===== config.mk =====
export PLATFORM = sky130hd
export DESIGN_NAME = spi_tx_frame_arbiter
export DESIGN_NICKNAME = d
export VERILOG_FILES = /design/src/rtl/spi_tx_frame_arbiter.sv
export SDC_FILE = /design/constraint.sdc
export NUM_CORES = 1
export LEC_CHECK = 0
export ABC_CLOCK_PERIOD_IN_PS = 3100
export CORE_ASPECT_RATIO = 0.9
export CORE_MARGIN = 2
export CORE_UTILIZATION = 40
export DETAILED_ROUTE_END_ITERATION = 8
export GPL_ROUTABILITY_DRIVEN = 0
export PLACE_DENSITY = 0.74
export RECOVER_POWER = 25
export REMOVE_ABC_BUFFERS = 1
export SYNTH_ARGS = -nofsm -noshare
export SYNTH_HDL_FRONTEND = slang
export SYNTH_SLANG_ARGS = --single-unit

===== constraint.sdc =====
create_clock -name sysClk -period 3.1 [get_ports sysClk]
set_clock_uncertainty 0.05 [all_clocks]
set_input_delay 0.465 -clock sysClk [delete_from_list [all_inputs] [get_ports sysClk]]
set_output_delay 0.465 -clock sysClk [all_outputs]
set_load 0.005 [all_outputs]

===== src/rtl/spi_tx_frame_arbiter.sv =====
// Round-robin, frame-atomic arbiter sharing one SPI TX byte buffer among NUM_REQ byte streams.
// Optional macro SPI_TX_ARB_PRIO0_EN gives requester 0 strict priority at frame boundaries.
module spi_tx_frame_arbiter #(
  parameter int NUM_REQ        = 3,
  parameter int TIMEOUT_CYCLES = 64,
  parameter int CNT_W          = 7
) (
  input  logic                 sysClk,
  input  logic                 sysRst,
  input  logic [NUM_REQ-1:0]   req_valid,
  input  logic [8*NUM_REQ-1:0] req_byte,
  input  logic [NUM_REQ-1:0]   req_last,
  output logic [NUM_REQ-1:0]   req_ready,
  output logic [NUM_REQ-1:0]   grant,
  output logic [7:0]           byte_out,
  output logic                 byte_out_valid,
  input  logic                 byte_out_ready,
  output logic                 frame_done,
  output logic                 frame_abort
);

  localparam int IDX_W = $clog2(NUM_REQ);

  typedef enum logic {
    ST_IDLE,
    ST_STREAM
  } state_t;

  state_t             state_q;
  logic [NUM_REQ-1:0] grant_q;
  logic [IDX_W-1:0]   owner_q;
  logic [IDX_W-1:0]   last_owner_q;
  logic [7:0]         byte_q;
  logic               bvalid_q;
  logic               done_q;
  logic               abort_q;
  logic [CNT_W-1:0]   wdog_q;

  logic [NUM_REQ-1:0][7:0] masked_byte;
  logic [7:0]              owner_byte;
  logic                    owner_valid;
  logic                    owner_last;
  logic                    out_free;
  logic                    owner_accept;
  logic                    wdog_expire;

  logic [NUM_REQ-1:0] cand_valid;
  logic [IDX_W:0]     rr_pos;
  logic               rr_found;
  logic [IDX_W-1:0]   rr_idx;
  logic               pick_valid;
  logic [IDX_W-1:0]   pick_idx;
  logic [NUM_REQ-1:0] pick_onehot;

  // Owner byte is selected by AND-masking with the one-hot grant, then OR-reducing.
  genvar gi;
  generate
    for (gi = 0; gi < NUM_REQ; gi++) begin : g_mask
      assign masked_byte[gi] = req_byte[8*gi +: 8] & {8{grant_q[gi]}};
    end
  endgenerate

  always_comb begin
    owner_byte = 8'h00;
    for (int i = 0; i < NUM_REQ; i++) begin
      owner_byte = owner_byte | masked_byte[i];
    end
  end

  assign owner_valid  = |(req_valid & grant_q);
  assign owner_last   = |(req_last & grant_q);
  assign out_free     = ~bvalid_q | byte_out_ready;
  assign owner_accept = (state_q == ST_STREAM) & owner_valid & out_free;
  assign wdog_expire  = (state_q == ST_STREAM) & ~owner_valid &
                        (wdog_q == CNT_W'(TIMEOUT_CYCLES - 1));

  assign req_ready = (state_q == ST_STREAM && out_free) ? grant_q : '0;

  // Search last_owner+1, +2, ... with wrap; the first valid candidate wins.
  always_comb begin
`ifdef SPI_TX_ARB_PRIO0_EN
    cand_valid = {req_valid[NUM_REQ-1:1], 1'b0};
`else
    cand_valid = req_valid;
`endif
    rr_found = 1'b0;
    rr_idx   = '0;
    rr_pos   = '0;
    for (int k = 1; k <= NUM_REQ; k++) begin
      rr_pos = {1'b0, last_owner_q} + (IDX_W + 1)'(k);
      if (rr_pos >= (IDX_W + 1)'(NUM_REQ)) begin
        rr_pos = rr_pos - (IDX_W + 1)'(NUM_REQ);
      end
      if (!rr_found && cand_valid[rr_pos[IDX_W-1:0]]) begin
        rr_found = 1'b1;
        rr_idx   = rr_pos[IDX_W-1:0];
      end
    end
    pick_valid = rr_found;
    pick_idx   = rr_idx;
`ifdef SPI_TX_ARB_PRIO0_EN
    if (req_valid[0]) begin
      pick_valid = 1'b1;
      pick_idx   = '0;
    end
`endif
  end

  assign pick_onehot = {{(NUM_REQ - 1){1'b0}}, 1'b1} << pick_idx;

  always_ff @(posedge sysClk or posedge sysRst) begin
    if (sysRst) begin
      state_q      <= ST_IDLE;
      grant_q      <= '0;
      owner_q      <= '0;
      last_owner_q <= IDX_W'(NUM_REQ - 1);
      byte_q       <= 8'h00;
      bvalid_q     <= 1'b0;
      done_q       <= 1'b0;
      abort_q      <= 1'b0;
      wdog_q       <= '0;
    end else begin
      done_q  <= 1'b0;
      abort_q <= 1'b0;

      if (owner_accept) begin
        byte_q   <= owner_byte;
        bvalid_q <= 1'b1;
      end else if (byte_out_ready) begin
        bvalid_q <= 1'b0;
      end

      case (state_q)
        ST_IDLE: begin
          wdog_q <= '0;
          if (pick_valid) begin
            grant_q <= pick_onehot;
            owner_q <= pick_idx;
            state_q <= ST_STREAM;
          end
        end
        ST_STREAM: begin
          // An accepted byte always wins over a watchdog expiry in the same cycle.
          if (owner_accept) begin
            wdog_q <= '0;
            if (owner_last) begin
              done_q       <= 1'b1;
              last_owner_q <= owner_q;
              grant_q      <= '0;
              state_q      <= ST_IDLE;
            end
          end else if (wdog_expire) begin
            abort_q      <= 1'b1;
            last_owner_q <= owner_q;
            grant_q      <= '0;
            wdog_q       <= '0;
            state_q      <= ST_IDLE;
          end else if (!owner_valid) begin
            wdog_q <= wdog_q + CNT_W'(1);
          end
        end
        default: state_q <= ST_IDLE;
      endcase
    end
  end

  assign grant          = grant_q;
  assign byte_out       = byte_q;
  assign byte_out_valid = bvalid_q;
  assign frame_done     = done_q;
  assign frame_abort    = abort_q;

endmodule


==> summary.txt, run 1 <==
Setup path
  – Worst setup EP type: flip-flop
  – CP Max Fanout: 11
  – WS Path Type: flip-flop to flip-flop
  – Max stage delay on crit path: 0.55 ns
  – Cell family with most CP delay: flip-flops
  – Type of origin of the critical path: flip-flop
  – Worst path slowest cell: dfstp_2
  – Worst EP required: 3.21 ns
  – Critical Path AT: 2.55 ns
  – Worst-path cell chain: inv_1 -> ha_1 -> nand2b_1 -> a32oi_1 -> o211a_1 -> nor2_1 -> mux2_2
  – Crit path buf inv count: 1

Power
  – Leak: 0.849 nW
  – Clk pwr share: 0.160
  – Internal: 1.11 mW
  – Cell Pwr Density: 877 nW/um2
  – Flop pwr share: 0.355
  – Net switching power: 0.656 mW
  – Peak supply drop: 0.319 mV
  – Switch share: 0.371
  – Comb pwr share: 0.485

Global route
  – Gr usage total: 0.187
  – Grt total ovfl: 0
  – Largest net degree at the start of global routing: 27
  – Initial antenna violation count: 0
  – First-pass GRT wire length: 5710 um
  – Via count of the first global-routing pass: 1,311

Finish
  – Final core occ: 0.600
  – Share of cells above drive strength 1: 0.0625
  – Nets@finish: 230
  – Number of fill cells: 255
  – Area grow syn2layout: 43.8%
  – Non-Filler Instances: 236
  – Ant. Diodes: 0

Yosys
  – Area contributors post-synth: dfrtp_1 45%, a222oi_1 7.2%, nor2_1 4.6%, a21oi_1 4.3%, mux2_2 4.0%
  – Ys async rst share: 1.00
  – Sequential-to-total area share from yosys stat: 0.466
  – Leading area contributor after synthesis: dfrtp_1
  – Most frequent cells after synthesis: 25 x dfrtp_1, 17 x nor2_1, 12 x a21oi_1, 11 x nand2_1, 10 x a222oi_1
  – Top_reg_cell synth: dfrtp_1
  – Flop and latch count out of synthesis: 26
  – Number of synthesized flops with an enable pin: 0
  – Avg Inst Size Synth: 9.85 um2
  – Netlist Area Pre-Place: 1400 um2
  – YS warnings: 0
  – Most frequent cell after synthesis: dfrtp_1
  – Area share of the largest cell type after synthesis: 0.447
  – Syn Inst Count: 142
  – Synth cell types: 36

Clock network
  – CTS tree: built
  – H-Tree Depth: 1
  – Clk slew on worst S/H paths: 0.08 ns
  – Post CTS Setup Buffer Count: 0
  – CTS buffer count: 3
  – CTS sink count: 26
  – CTS resizes: 0
  – CTS Hold Bufs: 0
  – Latest clock arrival within the worst-skew pair: 0.28 ns
  – Clock root cell: clkbuf_8
  – Max clock buf depth: 2

Timing
  – Peak Freq: 0.410 GHz
  – Setup TNS: 0 ns
  – Worst-Margin Slew: 0.953 ns
  – Slew Viols, Final: 0
  – Min cycle time layout: 2.44 ns
  – Hold Slack: 0.475 ns
  – Hold Vio Cnt, Final: 0
  – Relative slew slack: 0.364
  – Unrepaired setup endpoints after global routing: false
  – Fin crit share: 0.787
  – Final setup margin: 0.660 ns
  – Final setup fails: 0

Route
  – Post-DR wirelength/cell: 15.2 um
  – Via-to-Cell Ratio: 5.81
  – DRT iter0 DRCs: 59
  – Routed wire length: 3590 um
  – DRT Pass-1 Iters: 5
  – Via count: 1,372
  – Final ANT Viol Nets: 0
  – Drt drc: 0

Placed design
  – I/O Buffers: 49
  – DP Cell Count: 232
  – DP HPWL: 2580 um
  – Place WS: 0.622 ns

Flow run
  – Number of max-cap violations: 0

Floorplan
  – Total die area: 3990 um2
  – Core area: 3350 um2
  – FP Rows: 20
  – Die W: 66.3 um
  – Die Y: 60.1 um
  – Ports: 50
  – Initial core utilization: 0.417

Status
  – Outcome: finished, final reports clean

Min path
  – Hold Crit Class: flip-flop to flip-flop
==> logic make-up after synthesis <==
kind of cell / share of synthesized area
compound gates: 0.194
xor+xnor: 0.0313
fa+ha+maj: 0.0358
buf+inv: 0.0268
flops: 0.466
mux: 0.0546
simple gates: 0.191
==> flip-flops by register name (all words and copies together), names as in the netlist <==
| register | count |
|---|---|
| state_q | 1 |
| byte_out_valid | 1 |
| wdog_q | 7 |
| byte_out | 8 |
| owner_q | 2 |
| last_owner_q | 2 |
| frame_done | 1 |
| grant | 3 |
| frame_abort | 1 |
==> area by class of cell <==
class,count,area [um2],area share
Clock inverter,1,30.0,0.0149
Inverter,5,18.8,0.00933
Timing Repair Buffer,51,505,0.251
Sequential cell,26,652,0.324
Multi-Input combinational cell,106,709,0.353
Clock buffer,3,41.3,0.0205
Tap cell,44,55.1,0.0274
==> cells in the final DEF (no fill, tap or decap), types with 4 or more instances in the layout <==
cell / instances
a21oi_1: 12
a222oi_1: 10
and3_1: 6
clkdlybuf4s50_1: 48
dfrtp_1: 25
ha_1: 4
inv_1: 4
mux2_2: 5
nand2_1: 11
nand2b_1: 4
nor2_1: 17
xor2_1: 5
==> power groups by stage <==
| stage | Sequential [mW] | Combinational [mW] | Clock, mW |
|---|---|---|---|
| after CTS | 0.623 | 0.853 | 0.285 |
| after global placement | 0.622 | 0.815 | 0 |
| after detailed placement | 0.629 | 0.847 | 0 |
| after global routing | 0.646 | 0.938 | 0.305 |
| after floorplan | 0.599 | 0.489 | 0 |
| final | 0.626 | 0.856 | 0.283 |
==> path summary, 6_finish.rpt <==
check / from / endpoint / slack [ns] / cells after the start
hold reg to reg: owner_q[0] / owner_q[0] / 0.47 / 1
setup reg to reg: last_owner_q[1] / owner_q[0] / 0.66 / 7
hold / removal: owner_q[0] / owner_q[0] / 0.47 / 1
setup / recovery: last_owner_q[1] / owner_q[0] / 0.66 / 7
max in group asynchronous: sysRst / owner_q[0] / 1.61 / 2
min in group asynchronous: sysRst / byte_out[4] / 0.80 / 2
==> per-layer routing <==
layer  track usage  vias to the layer above  share of wire  wire length, um
met2         0.336                       93           0.45             1620
li1              -                      636              -                -
met5             0                        -              0                0
met4        0.0904                        0          0.021               76
met1         0.211                      634           0.41             1460
met3        0.0395                        9           0.12              433
==> metrics by stage <==
step                      total power, mW  area, um2
after floorplan                      1.09       1380
after global placement               1.44       1940
after detailed placement             1.48       1940
after CTS                            1.76       2010
after global routing                 1.89       2010
final                                1.76       2010
Note: power is estimated with default switching activity, not from simulation.
==> inputs of run 2 (changes only) <==
--- a/config.mk
+++ b/config.mk
@@ -5,13 +5,13 @@
 export SDC_FILE = /design/constraint.sdc
 export NUM_CORES = 1
 export LEC_CHECK = 0
-export ABC_CLOCK_PERIOD_IN_PS = 3100
+export ABC_CLOCK_PERIOD_IN_PS = 2200
 export CORE_ASPECT_RATIO = 0.9
 export CORE_MARGIN = 2
 export CORE_UTILIZATION = 40
 export DETAILED_ROUTE_END_ITERATION = 8
 export GPL_ROUTABILITY_DRIVEN = 0
-export PLACE_DENSITY = 0.74
+export PLACE_DENSITY = 0.77
 export RECOVER_POWER = 25
 export REMOVE_ABC_BUFFERS = 1
 export SYNTH_ARGS = -nofsm -noshare
==> constraint.sdc (replaced) <==
create_clock -name sysClk -period 2.2 [get_ports sysClk]
set_clock_uncertainty 0.05 [all_clocks]
set_input_delay 0.33 -clock sysClk [delete_from_list [all_inputs] [get_ports sysClk]]
set_output_delay 0.33 -clock sysClk [all_outputs]
set_load 0.005 [all_outputs]
==> summary.txt, run 2 (synthesized netlist as in run 1, its figures left out) <==
Status
  – Outcome: finished, final reports clean

Clock network
  – H-Tree Depth: 1 (unchanged)
  – CTS Hold Bufs: 0 (unchanged)
  – Clk slew on worst S/H paths: 0.08 ns (about the same)
  – Clock root cell: clkbuf_8
  – CTS sink count: 26 (unchanged)
  – CTS buffer count: 3 (unchanged)
  – Max clock buf depth: 2 (unchanged)
  – Latest clock arrival within the worst-skew pair: 0.26 ns (-0.02 ns)
  – CTS tree: built

Finish
  – Largest register FFs: 8 (unchanged)
  – Nets@finish: 242 (+5.2%)
  – Commonest non-fill, non-tap cell in the layout: clkdlybuf4s50_1
  – Share of cells above drive strength 1: 0.118 (+0.0551)
  – Most frequent cells in the layout: 48 x clkdlybuf4s50_1, 25 x dfrtp_1, 16 x nor2_1
  – Ant. Diodes: 0 (unchanged)
  – Number of fill cells: 276 (+8.2%)
  – Area grow syn2layout: 49.2%
  – Final core occ: 0.622 (+0.0224)

Route
  – Post-DR wirelength/cell: 14.6 um (-4.3%)
  – DRT iter0 DRCs: 88 (+49%)
  – Via count: 1,358 (-1.0%)
  – Via-to-Cell Ratio: 5.48 (-5.8%)
  – Drt drc: 0 (unchanged)
  – DRT Pass-1 Iters: 4 (-1)
  – Final ANT Viol Nets: 0 (unchanged)
  – Routed wire length: 3610 um (+0.61%)

Floorplan
  – Die W: 66.3 um (unchanged)
  – FP Rows: 20 (unchanged)
  – Die Y: 60.1 um (unchanged)
  – Ports: 50 (unchanged)
  – Core area: 3350 um2 (unchanged)
  – Initial core utilization: 0.417 (unchanged)
  – Total die area: 3990 um2 (unchanged)

Min path
  – Hold_sp: owner_q[0]
  – Hold Crit Endpoint: owner_q[0]
  – WHS Path Cells: 1 (unchanged)
  – Hold Crit Class: flip-flop to flip-flop

Setup path
  – CP Max Fanout: 6 (-5)
  – Type of origin of the critical path: primary input
  – Worst reg2reg setup slack: 0.11 ns (-0.55 ns)
  – Max stage delay on crit path: 0.50 ns (-0.05 ns)
  – WS Path Type: primary input to output port
  – Worst setup EP type: output port
  – CP dominant cell by count: clkdlybuf4s50_1
  – Reg2reg end: grant[1]
  – Worst path slowest cell: clkdlybuf4s50_1
  – Critical Path AT: 1.71 ns (-0.84 ns)
  – Worst-path cell chain: clkdlybuf4s50_1 -> nand2b_1 -> and3_1 -> clkdlybuf4s50_1
  – R2r startpoint: last_owner_q[1]
  – Worst EP required: 1.82 ns (-1.39 ns)
  – Reg2reg path depth: 7 (unchanged)

Global route
  – Initial antenna violation count: 0 (unchanged)
  – First-pass GRT wire length: 5670 um (-0.74%)
  – Via count of the first global-routing pass: 1,312 (+0.076%)
  – Grt total ovfl: 0 (unchanged)
  – Gr usage total: 0.185 (-0.00179)
  – Largest net degree at the start of global routing: 27 (unchanged)

Timing
  – Hold Slack: 0.461 ns (-0.0132 ns)
  – Hold Vio Cnt, Final: 0 (unchanged)
  – Setup TNS: 0 ns (unchanged)
  – Final setup margin: 0.106 ns (-0.554 ns)
  – Min cycle time layout: 2.09 ns
  – Final setup fails: 0 (unchanged)
  – Peak Freq: 0.478 GHz
  – Relative slew slack: 0.130 (-0.234)
  – Fin crit share: 0.952
  – Slew Viols, Final: 0 (unchanged)
  – Worst-Margin Slew: 1.30 ns (+0.352 ns)

Power
  – Peak supply drop: 0.430 mV (+35%)
  – Cell Pwr Density: 1190 nW/um2 (+35%)
  – Leak: 0.893 nW (+5.2%)
  – Comb pwr share: 0.563 (+0.078)
  – Flop pwr share: 0.331 (-0.024)
  – Internal: 1.56 mW (+40%)
  – Net switching power: 0.919 mW (+40%)
  – Switch share: 0.371 (about the same)
  – Clk pwr share: 0.106 (-0.054)

Placed design
  – Place WS: 0.00373 ns (-0.618 ns)
  – DP HPWL: 2790 um (+8.3%)
  – I/O Buffers: 49 (unchanged)

Flow run
  – Number of max-cap violations: 0 (unchanged)
run 2: changes by cell type in the layout (fill, tap and decap cells not counted), sizes merged:
cell and delta:
clkbuf +2, buf +11, bufinv -1
run 2: metrics by stage:
step | instance area [um2] | total power [mW] | instances
after global placement | 2030 | 2.12 | 244
after CTS | 2080 | 2.46 | 248
after global routing | 2090 | 2.69 | 248
final | 2090 | 2.47 | 248
after floorplan | 1380 | 1.53 | 137
after detailed placement | 2030 | 2.18 | 244
run 2: worst max path at each step:
stage                    startpoint            to  slack (ns)  cells past startpoint
floorplan                  grant[0]      grant[1]        0.08                      5
global placement    last_owner_q[1]      grant[2]        0.08                      8
detailed placement  last_owner_q[1]    owner_q[1]       0.004                      7
CTS                 last_owner_q[1]    owner_q[1]        0.03                      7
global route        last_owner_q[1]    owner_q[1]      -0.002                      7
finish               byte_out_ready  req_ready[0]        0.11                      4
run 2: per-layer routing:
layer / GRT usage / part of all wire / up-vias / wire length [um]
met5: 0 / 0 / - / 0
met4: 0.0466 / 0.016 / 0 / 59
met2: 0.361 / 0.50 / 70 / 1800
met3: 0.0301 / 0.084 / 8 / 303
met1: 0.209 / 0.40 / 619 / 1450
li1: - / - / 661 / -
run 2: cell type report:
| type | instances | area [um2] | area share |
|---|---|---|---|
| Clock buffer | 4 | 45.0 | 0.0216 |
| Tap cell | 44 | 55.1 | 0.0264 |
| Multi-Input combinational cell | 106 | 724 | 0.347 |
| Inverter | 5 | 18.8 | 0.00899 |
| Sequential cell | 26 | 652 | 0.312 |
| Timing Repair Buffer | 63 | 592 | 0.284 |
run 2: power by group through the flow:
stage / Sequential, mW / Combinational, mW / Clock (mW)
after floorplan: 0.844 / 0.689 / 0
after global placement: 0.819 / 1.30 / 0
after detailed placement: 0.822 / 1.36 / 0
after CTS: 0.815 / 1.37 / 0.273
after global routing: 0.840 / 1.55 / 0.292
final: 0.819 / 1.39 / 0.263
run 2: timing repair:
item                                    4_1_cts  5_1_grt
cloned                                        0        0
resized for setup                             1        2
hold endpoints to repair                      0        0
buffers inserted                              0        0
endpoints found under the setup margin        1        5
run 2: critical path: cells and delay by family:
| family | cells | cell delay (ns) |
|---|---|---|
| AND/OR/NAND/NOR | 2 | 0.41 |
| buffers and inverters | 2 | 0.98 |
